<file path="src/rtl/marble_launcher_pkg.sv">
// Shared constants for the marble launcher:
// FSM encoding, ball colours and hopper count width.
package marble_launcher_pkg;

    localparam logic [1:0] S_IDLE   = 2'd0;
    localparam logic [1:0] S_LAUNCH = 2'd1;
    localparam logic [1:0] S_WAIT   = 2'd2;
    localparam logic [1:0] S_DONE   = 2'd3;

    localparam logic BLUE = 1'b0;
    localparam logic RED  = 1'b1;

    localparam int CNT_W = 4;

endpackage

</file>
<file path="src/rtl/marble_hopper.sv">
// Loadable ball hopper: a down-counter that
// reloads to INIT and stops at zero.
module marble_hopper
    import marble_launcher_pkg::*;
#(
    parameter int INIT = 8
) (
    input  logic             clk,
    input  logic             rst_n,
    input  logic             load,
    input  logic             dec,
    output logic [CNT_W-1:0] count,
    output logic             empty
);

    assign empty = (count == '0);

    always_ff @(posedge clk or negedge rst_n) begin
        if (!rst_n) begin
            count <= CNT_W'(INIT);
        end else if (load) begin
            count <= CNT_W'(INIT);
        end else if (dec && !empty) begin
            count <= count - CNT_W'(1);
        end
    end

endmodule

</file>
<file path="src/rtl/marble_launcher.sv">
// Ball release sequencer for a Turing Tumble board:
// launches balls, follows the exit lever, logs the tray.
module marble_launcher
    import marble_launcher_pkg::*;
#(
    parameter int BLUE_BALLS = 8,
    parameter int RED_BALLS  = 8,
    parameter int SEQ_DEPTH  = 16,
    parameter int TIMEOUT    = 31
) (
    input  logic                 clk,
    input  logic                 rst_n,
    input  logic                 go,
    input  logic                 first_colour,
    input  logic                 ball_exit,
    input  logic                 exit_colour,
    input  logic                 stopped,
    output logic                 start,
    output logic                 ball_colour,
    output logic                 busy,
    output logic                 done,
    output logic                 jam,
    output logic [CNT_W-1:0]     blue_left,
    output logic [CNT_W-1:0]     red_left,
    output logic [4:0]           out_count,
    output logic [SEQ_DEPTH-1:0] out_seq
);

    localparam int TW = $clog2(TIMEOUT + 1);

    logic [1:0]    state;
    logic          sel;
    logic [TW-1:0] tcnt;
    logic          blue_empty;
    logic          red_empty;
    logic          sel_empty;
    logic          reload;
    logic          fire;

    assign reload    = go && (state == S_IDLE || state == S_DONE);
    assign sel_empty = (sel == RED) ? red_empty : blue_empty;
    assign fire      = (state == S_LAUNCH) && !sel_empty;
    assign busy      = (state == S_LAUNCH) || (state == S_WAIT);
    assign done      = (state == S_DONE);

    marble_hopper #(.INIT(BLUE_BALLS)) u_blue (
        .clk   (clk),
        .rst_n (rst_n),
        .load  (reload),
        .dec   (fire && sel == BLUE),
        .count (blue_left),
        .empty (blue_empty)
    );

    marble_hopper #(.INIT(RED_BALLS)) u_red (
        .clk   (clk),
        .rst_n (rst_n),
        .load  (reload),
        .dec   (fire && sel == RED),
        .count (red_left),
        .empty (red_empty)
    );

    always_ff @(posedge clk or negedge rst_n) begin
        if (!rst_n) begin
            state       <= S_IDLE;
            sel         <= BLUE;
            tcnt        <= '0;
            start       <= 1'b0;
            ball_colour <= BLUE;
            jam         <= 1'b0;
            out_count   <= '0;
            out_seq     <= '0;
        end else begin
            start <= fire;
            unique case (state)
                S_IDLE, S_DONE: begin
                    if (go) begin
                        sel       <= first_colour;
                        jam       <= 1'b0;
                        out_count <= '0;
                        out_seq   <= '0;
                        state     <= S_LAUNCH;
                    end
                end
                S_LAUNCH: begin
                    if (!sel_empty) begin
                        ball_colour <= sel;
                        tcnt        <= '0;
                        state       <= S_WAIT;
                    end else begin
                        state <= S_DONE;
                    end
                end
                S_WAIT: begin
                    tcnt <= tcnt + TW'(1);
                    // interceptor beats a simultaneous lever hit
                    if (stopped) begin
                        state <= S_DONE;
                    end else if (ball_exit) begin
                        out_seq <= {out_seq[SEQ_DEPTH-2:0], ball_colour};
                        if (out_count != 5'd31) begin
                            out_count <= out_count + 5'd1;
                        end
                        sel   <= exit_colour;
                        state <= S_LAUNCH;
                    end else if (tcnt == TW'(TIMEOUT - 1)) begin
                        jam   <= 1'b1;
                        state <= S_DONE;
                    end
                end
            endcase
        end
    end

endmodule

</file>
<file path="config.mk">
export PLATFORM = sky130hd
export DESIGN_NAME = marble_launcher
export DESIGN_NICKNAME = d
export VERILOG_FILES = /design/src/rtl/marble_launcher_pkg.sv /design/src/rtl/marble_hopper.sv /design/src/rtl/marble_launcher.sv
export SDC_FILE = /design/constraint.sdc
export NUM_CORES = 1
export LEC_CHECK = 0
export CORE_ASPECT_RATIO = 1.1
export CORE_UTILIZATION = 56
export CTS_BUF_LIST = sky130_fd_sc_hd__clkbuf_16
export DETAILED_ROUTE_END_ITERATION = 16
export HOLD_SLACK_MARGIN = 0.02
export MAX_ROUTING_LAYER = met4
export PLACE_DENSITY = 0.85
export RECOVER_POWER = 100
export SYNTH_ARGS = -nofsm -noshare
export SYNTH_HDL_FRONTEND = slang
export SYNTH_HIERARCHICAL = 1
export SYNTH_SLANG_ARGS = --single-unit
</file>
<file path="constraint.sdc">
create_clock -name clk -period 3.96 [get_ports clk]
set_input_delay 0.594 -clock clk [delete_from_list [all_inputs] [get_ports clk]]
set_output_delay 0.594 -clock clk [all_outputs]
set_load 0.01 [all_outputs]
</file>
==> metrics.csv, run 1 <==
metric,value,unit
Final nets,278,
routed len/inst,14.2,um
Final Instance Count excl. Fillers,311,
failing checks,"capacitance limit, slew limit",
Reg2Reg Depth,6,
min cycle time layout,2.94,ns
number of remaining DRC errors,0,
Synth Flop Type,dfrtp_1,
GRT Util Overall,0.230,
remaining global-route overflow,0,
vias,1703,
worst-path fanout max,35,
synth-to-layout area growth,22.6,%
Worst Hold Endpoint,ball_colour$_DFFE_PN0N_,
post-synthesis sequential area ratio,0.449,
CP Cell Sequence,inv_1 > ha_1 > clkbuf_1 > o21a_1 > or2_0 > o311ai_0,
endpoints failing setup,0,
Worst Hold Class,flop to flop,
1st-iter DRT viols,115,
Max stage delay on crit path,1.09,ns
Synthesized Nets,237,
CP bufs+invs,2,
Design Power,1.74,mW
Synth Area in XOR/XNOR,0,
Worst path slowest cell,clkbuf_1,
Clock Latency Late Sink,0.28,ns
Tcrit/Tclk final,0.744,
hold slack,0.521,ns
"setup slack, reg-to-reg",1.02,ns
Pwr Density,634,nW/um^2
FP Rows,23,
full die area,4250,sq um
clock buffer depth,2,
Netlist cell types,41,
Synth Area in Compound Gates,0.103,
vias in the first global route,1551,
fin util,0.732,
IO Count,41,
1st-pass router iterations,4,
share of cells above drive strength 1,0.0728,
Static Leak,1.27,nW
Post-Synth Simple-Gate Area,0.183,
clock-pin slew on the worst setup and hold paths,0.06,ns
Post-CTS Setup Repair Bufs,0,
DP Cell Count,303,
Rel. slew slack,-0.401,
hold_sp,ball_colour$_DFFE_PN0N_,
antenna violations before repair,0,
post-route cell area,2740,sq um
number of clock sinks,40,
post-synthesis adder-cell area fraction,0.0616,
CTS Root Cell,clkbuf_16,
post-synthesis cell area,2230,sq um
Peak VDD IR,0.000414,V
hold_buf cts,0,
post-route ant nets,0,
Syn Area/Cell,10.2,sq um
CP Capture Type,flop,
worst r2r dst,out_count[3]$_DFFE_PN0P_,
die height,68.3,um
clk_skew,0.00341,ns
Critical Path RT,4.09,ns
post-place setup slack,1.41,ns
# diodes,0,
outcome,"complete, but fails checks",
Final HPWL DP,2.95,mm
ys async rst share,1.00,
largest net degree at the start of global routing,41,
number of I/O port buffers,40,
Crit path max-delay family,buffers and inverters,
Min-Delay Path Depth,2,
Synth Register Bits,40,
critical path type,flop to flop,
Mapped Cells,219,
CTS tree,built,
CORE AREA,3740,sq um
H-Tree Depth,2,
Max-cap violations,1,
# fillers,273,
DP Area,2640,sq um
vias per cell,5.48,
"Hold Vio Cnt, Final",0,
max-slew violations,41,
Worst Path Arrival,3.08,ns
Critical Path Start Type,flop,
final setup margin,1.02,ns
routability-driven placement congestion ratio,0.764,
slew of the pin with the lowest slew margin,2.10,ns
largest family of logic cells by synthesized area,simple AND/OR/NAND/NOR gates,
Yosys warnings,6,
RSZ-0062 raised after global routing,false,
CTS Buf Count,5,
post-synthesis mux area share,0.126,
die width,62.2,um
post-cts resize count,0,
detailed-route wire length,4.43,mm
starting density of the core,0.597,
fmax,0.340,GHz
reg2reg start,state[0]$_DFFE_PN0P_,
first-pass GRT wire length,7.33,mm
TNS Setup,0,ns
Post-synth EDFFs,0,
[sequential cells by signal, summed over array words and instances, names as in the netlist]
register / cells
ball_colour: 1
jam: 1
out_count: 5
out_seq: 16
sel: 1
start: 1
state: 2
tcnt: 5
u_blue/count: 4
u_red/count: 4
[cells in the mapped netlist (3+ instances only)]
| master | n | area (sq um) |
|---|---|---|
| inv_1 | 31 | 116 |
| a21oi_1 | 3 | 15.0 |
| nor2_1 | 10 | 37.5 |
| nor2b_1 | 5 | 31.3 |
| o211ai_1 | 6 | 45.0 |
| nand2_1 | 30 | 113 |
| o21ai_0 | 6 | 30.0 |
| ha_1 | 11 | 138 |
| mux2_2 | 7 | 78.8 |
| buf_2 | 3 | 15.0 |
| nand3b_1 | 3 | 22.5 |
| nand3_1 | 4 | 20.0 |
| mux2i_1 | 18 | 180 |
| dfrtp_1 | 38 | 951 |
| nand2b_1 | 3 | 18.8 |
| and3_1 | 4 | 25.0 |
[cell usage in the layout (no fill, tap or decap), types with 2 or more instances in the layout]
cell type	netlist	routed
clkdlybuf4s50_1	0	5
clkbuf_1	0	2
o311ai_0	0	2
nor3_1	2	2
o21a_1	2	2
o21ai_0	6	6
nand4_1	2	2
and3_1	4	4
nor2b_1	5	5
mux2_2	7	6
nand2b_1	3	3
or4b_1	0	2
dfstp_2	2	2
nor3b_1	2	4
o221ai_1	2	2
dfrtp_1	38	38
or3_2	2	2
nand3_1	4	4
clkbuf_16	0	5
ha_1	11	11
o211ai_1	6	6
dlygate4sd3_1	0	34
a21oi_1	3	3
nand2_1	30	30
nor2_1	10	10
mux2i_1	18	18
inv_1	31	33
a211o_1	2	2
nand3b_1	3	3
[layout make-up]
cell class | count | area [sq um] | share of cell area
clock inverters | 3 | 11.3 | 0.00411
inverters | 31 | 116 | 0.0425
flip-flops and latches | 40 | 1000 | 0.366
well taps | 50 | 62.6 | 0.0228
multi-input cells | 141 | 1020 | 0.374
clock buffers | 5 | 125 | 0.0457
repair buffers | 41 | 398 | 0.145
[power breakdown]
part	total [mW]	internal [mW]	switching, mW
Clock	0.379	0.227	0.152
Sequential	0.560	0.494	0.0658
Combinational	0.798	0.361	0.437
[logic make-up (layout without fill, tap and decap cells)]
logic type,count (synthesis),in the layout
adders and majority gates,11,11
AOI/OAI and AO/OA,29,29
muxes,26,26
buffers and inverters,38,80
and+or+nand+nor,75,75
DFF,40,40
[tightest hold or removal path: cells and delay by family, from the launching register on]
| kind | cells | cell delay [ns] |
|---|---|---|
| flip-flops | 1 | 0.37 |
| AND/OR/NAND/NOR | 2 | 0.11 |
[metal layers]
metal | vias up | GRT usage | part of all wire
met2 | 30 | 0.376 | 0.47
met1 | 839 | 0.291 | 0.48
met3 | 6 | 0.0450 | 0.035
li1 | 828 | - | -
met4 | 0 | 0.0727 | 0.013
met5 | - | - | 0
[worst max-delay path by stage]
stage          slack [ns]                     endpoint                         from  cells after the start
2_1_floorplan        1.73  u_blue/count[3]$_DFFE_PN1P_  u_blue/count[0]$_DFFE_PN0P_                      7
3_3_place_gp         1.44              sel$_DFFE_PN0P_                    ball_exit                      4
3_5_place_dp         1.41              sel$_DFFE_PN0P_                    ball_exit                      4
4_1_cts              1.52                         busy         state[0]$_DFFE_PN0P_                      4
5_1_grt              0.78     out_count[3]$_DFFE_PN0P_         state[0]$_DFFE_PN0P_                      6
6_report             1.02     out_count[3]$_DFFE_PN0P_         state[0]$_DFFE_PN0P_                      6
(Power assumes the default switching activity.)
==> inputs of run 2 (changes only) <==
--- a/config.mk
+++ b/config.mk
@@ -6,12 +6,12 @@
 export NUM_CORES = 1
 export LEC_CHECK = 0
 export CORE_ASPECT_RATIO = 1.1
-export CORE_UTILIZATION = 56
+export CORE_UTILIZATION = 52
 export CTS_BUF_LIST = sky130_fd_sc_hd__clkbuf_16
 export DETAILED_ROUTE_END_ITERATION = 16
 export HOLD_SLACK_MARGIN = 0.02
 export MAX_ROUTING_LAYER = met4
-export PLACE_DENSITY = 0.85
+export PLACE_DENSITY = 0.79
 export RECOVER_POWER = 100
 export SYNTH_ARGS = -nofsm -noshare
 export SYNTH_HDL_FRONTEND = slang
==> constraint.sdc (replaced) <==
create_clock -name clk -period 3.05 [get_ports clk]
set_input_delay 0.4575 -clock clk [delete_from_list [all_inputs] [get_ports clk]]
set_output_delay 0.4575 -clock clk [all_outputs]
set_load 0.01 [all_outputs]
==> run 2 against run 1 <==
Compared with the run above: the flow still finishes with violations (capacitance limit, slew limit); register-to-register slack got worse by 0.51 ns; hold slack got worse by 0.0027 ns; total power rose by 29%; non-clock buffer count rose by 1; clock skew rose by 0.0029 ns.
==> metrics.csv, run 2 (synthesized netlist as in run 1, its figures left out) <==
metric,value,unit
clk_skew,0.00629,ns
slew of the pin with the lowest slew margin,2.15,ns
outcome,"complete, but fails checks",
max reg flops,16,
Rel. slew slack,-0.432,
"most common cell after layout, fill and taps aside",dfrtp_1,
max layer used,met4,
fmax,0.393,GHz
# diodes,0,
sw frac,0.375,
routed wl met3,178,um
# fillers,324,
clock-pin slew on the worst setup and hold paths,0.05,ns
Critical Path Start Type,flop,
min cycle time layout,2.55,ns
CTS Root Cell,clkbuf_16,
cell internal pwr,1.40,mW
CTS Buf Count,5,
H-Tree Depth,2,
Critical Path RT,3.17,ns
"commonest non-fill, non-tap cells in the layout","38 x dfrtp_1, 34 x dlygate4sd3_1, 33 x inv_1, 30 x nand2_1, 19 x mux2i_1",
Comb pwr share,0.456,
1st-iter DRT viols,91,
Static Leak,1.28,nW
"setup slack, reg-to-reg",0.50,ns
part of the power in registers,0.325,
Tcrit/Tclk final,0.834,
remaining global-route overflow,0,
share of cells above drive strength 1,0.0840,
Min-Delay Path Depth,2,
routed len/inst,14.3,um
routability-driven placement congestion ratio,0.789,
Worst Path Arrival,2.67,ns
starting density of the core,0.551,
endpoints failing setup,0,
Worst Hold Class,flop to flop,
RSZ-0062 raised after global routing,false,
DP Cell Count,306,
Peak VDD IR,0.000328,V
CP Cell Sequence,inv_1 > ha_1 > clkbuf_1 > nand2b_1 > o311ai_0,
Pwr Density,819,nW/um^2
leading registers by flop count,"out_seq: 16 flops, out_count: 5 flops, tcnt: 5 flops",
Max-cap violations,1,
worst r2r dst,out_count[2]$_DFFE_PN0P_,
number of remaining DRC errors,0,
hold_sp,out_seq[15]$_DFFE_PN0P_,
Max stage delay on crit path,0.88,ns
Final Instance Count excl. Fillers,314,
Final nets,279,
CTS tree,built,
FP Rows,24,
Reg2Reg Depth,5,
reg2reg start,state[0]$_DFFE_PN0P_,
CP Capture Type,flop,
first-pass GRT wire length,7.52,mm
vias per cell,5.35,
post-route ant nets,0,
failing checks,"capacitance limit, slew limit",
die height,70.8,um
synth-to-layout area growth,22.7,%
Post-CTS Setup Repair Bufs,0,
IO Count,41,
"Hold Vio Cnt, Final",0,
Worst path slowest cell,clkbuf_1,
CP bufs+invs,2,
Largest Register,out_seq,
detailed-route wire length,4.48,mm
vias,1680,
die width,64.5,um
switching power,0.842,mW
antenna violations before repair,0,
number of clock sinks,40,
Clock Latency Late Sink,0.28,ns
GRT Util Overall,0.224,
clock network power share,0.219,
hold_buf cts,0,
Worst Hold Endpoint,out_seq[15]$_DFFE_PN0P_,
largest net degree at the start of global routing,41,
hold slack,0.519,ns
DRT met1 WL,2.09,mm
number of I/O port buffers,40,
CORE AREA,4050,sq um
critical path type,flop to flop,
1st-pass router iterations,4,
clock buffer depth,2,
Final HPWL DP,2.99,mm
max-slew violations,41,
full die area,4560,sq um
met2 wire len,2.12,mm
vias in the first global route,1636,
TNS Setup,0,ns
worst-path fanout max,30,
Crit path max-delay family,buffers and inverters,
post-cts resize count,0,
-- run 2: changes by cell type in the layout (fill, tap and decap cells not counted), sizes merged --
cell	before	now
buf	0	1
-- run 2: through the flow --
step                setup slack, ns  area [sq um]  total power [mW]   util
finish                        0.505          2740              2.25  0.676
global route                  0.336          2740              2.40  0.676
CTS                           0.740          2790              2.35  0.689
detailed placement            0.792          2650              1.84  0.655
global placement              0.829          2650              1.82  0.655
floorplan                     0.821          2230              1.54      -
-- run 2: worst register-to-register path, cell delays in order (launching register included) --
cell and delay [ns]:
dfrtp_1 0.41, inv_1 0.07, ha_1 0.44, clkbuf_1 0.88
nand2b_1 0.13, o311ai_0 0.45
-- run 2: cell type report --
| cell class | count | area, sq um | share of cell area |
|---|---|---|---|
| Clock buffer | 5 | 125 | 0.0456 |
| Clock inverter | 3 | 12.5 | 0.00456 |
| Inverter | 31 | 116 | 0.0424 |
| Multi-Input combinational cell | 141 | 1010 | 0.370 |
| Sequential cell | 40 | 1000 | 0.366 |
| Tap cell | 52 | 65.1 | 0.0237 |
| Timing Repair Buffer | 42 | 405 | 0.148 |
-- run 2: power groups by stage --
stage	clock network [mW]	registers (mW)	logic, mW
after floorplan	0	0.760	0.778
after global placement	0	0.742	1.08
after detailed placement	0	0.745	1.09
after CTS	0.505	0.738	1.10
after global routing	0.526	0.743	1.13
final	0.492	0.730	1.03
-- run 2: worst max path at each step --
stage	startpoint	to	slack, ns	cells after the start
2_1_floorplan	u_blue/count[0]$_DFFE_PN0P_	u_blue/count[3]$_DFFE_PN1P_	0.82	7
3_3_place_gp	u_blue/count[0]$_DFFE_PN0P_	u_blue/count[3]$_DFFE_PN1P_	0.83	7
3_5_place_dp	u_blue/count[0]$_DFFE_PN0P_	u_blue/count[3]$_DFFE_PN1P_	0.79	7
4_1_cts	state[0]$_DFFE_PN0P_	busy	0.74	4
5_1_grt	state[0]$_DFFE_PN0P_	out_count[2]$_DFFE_PN0P_	0.34	5
6_report	state[0]$_DFFE_PN0P_	out_count[2]$_DFFE_PN0P_	0.50	5
-- run 2: metal layers --
layer,track usage,up-vias
met3,0.0613,11
met1,0.278,812
li1,-,820
met2,0.342,37
met4,0.0988,0
met5,-,-
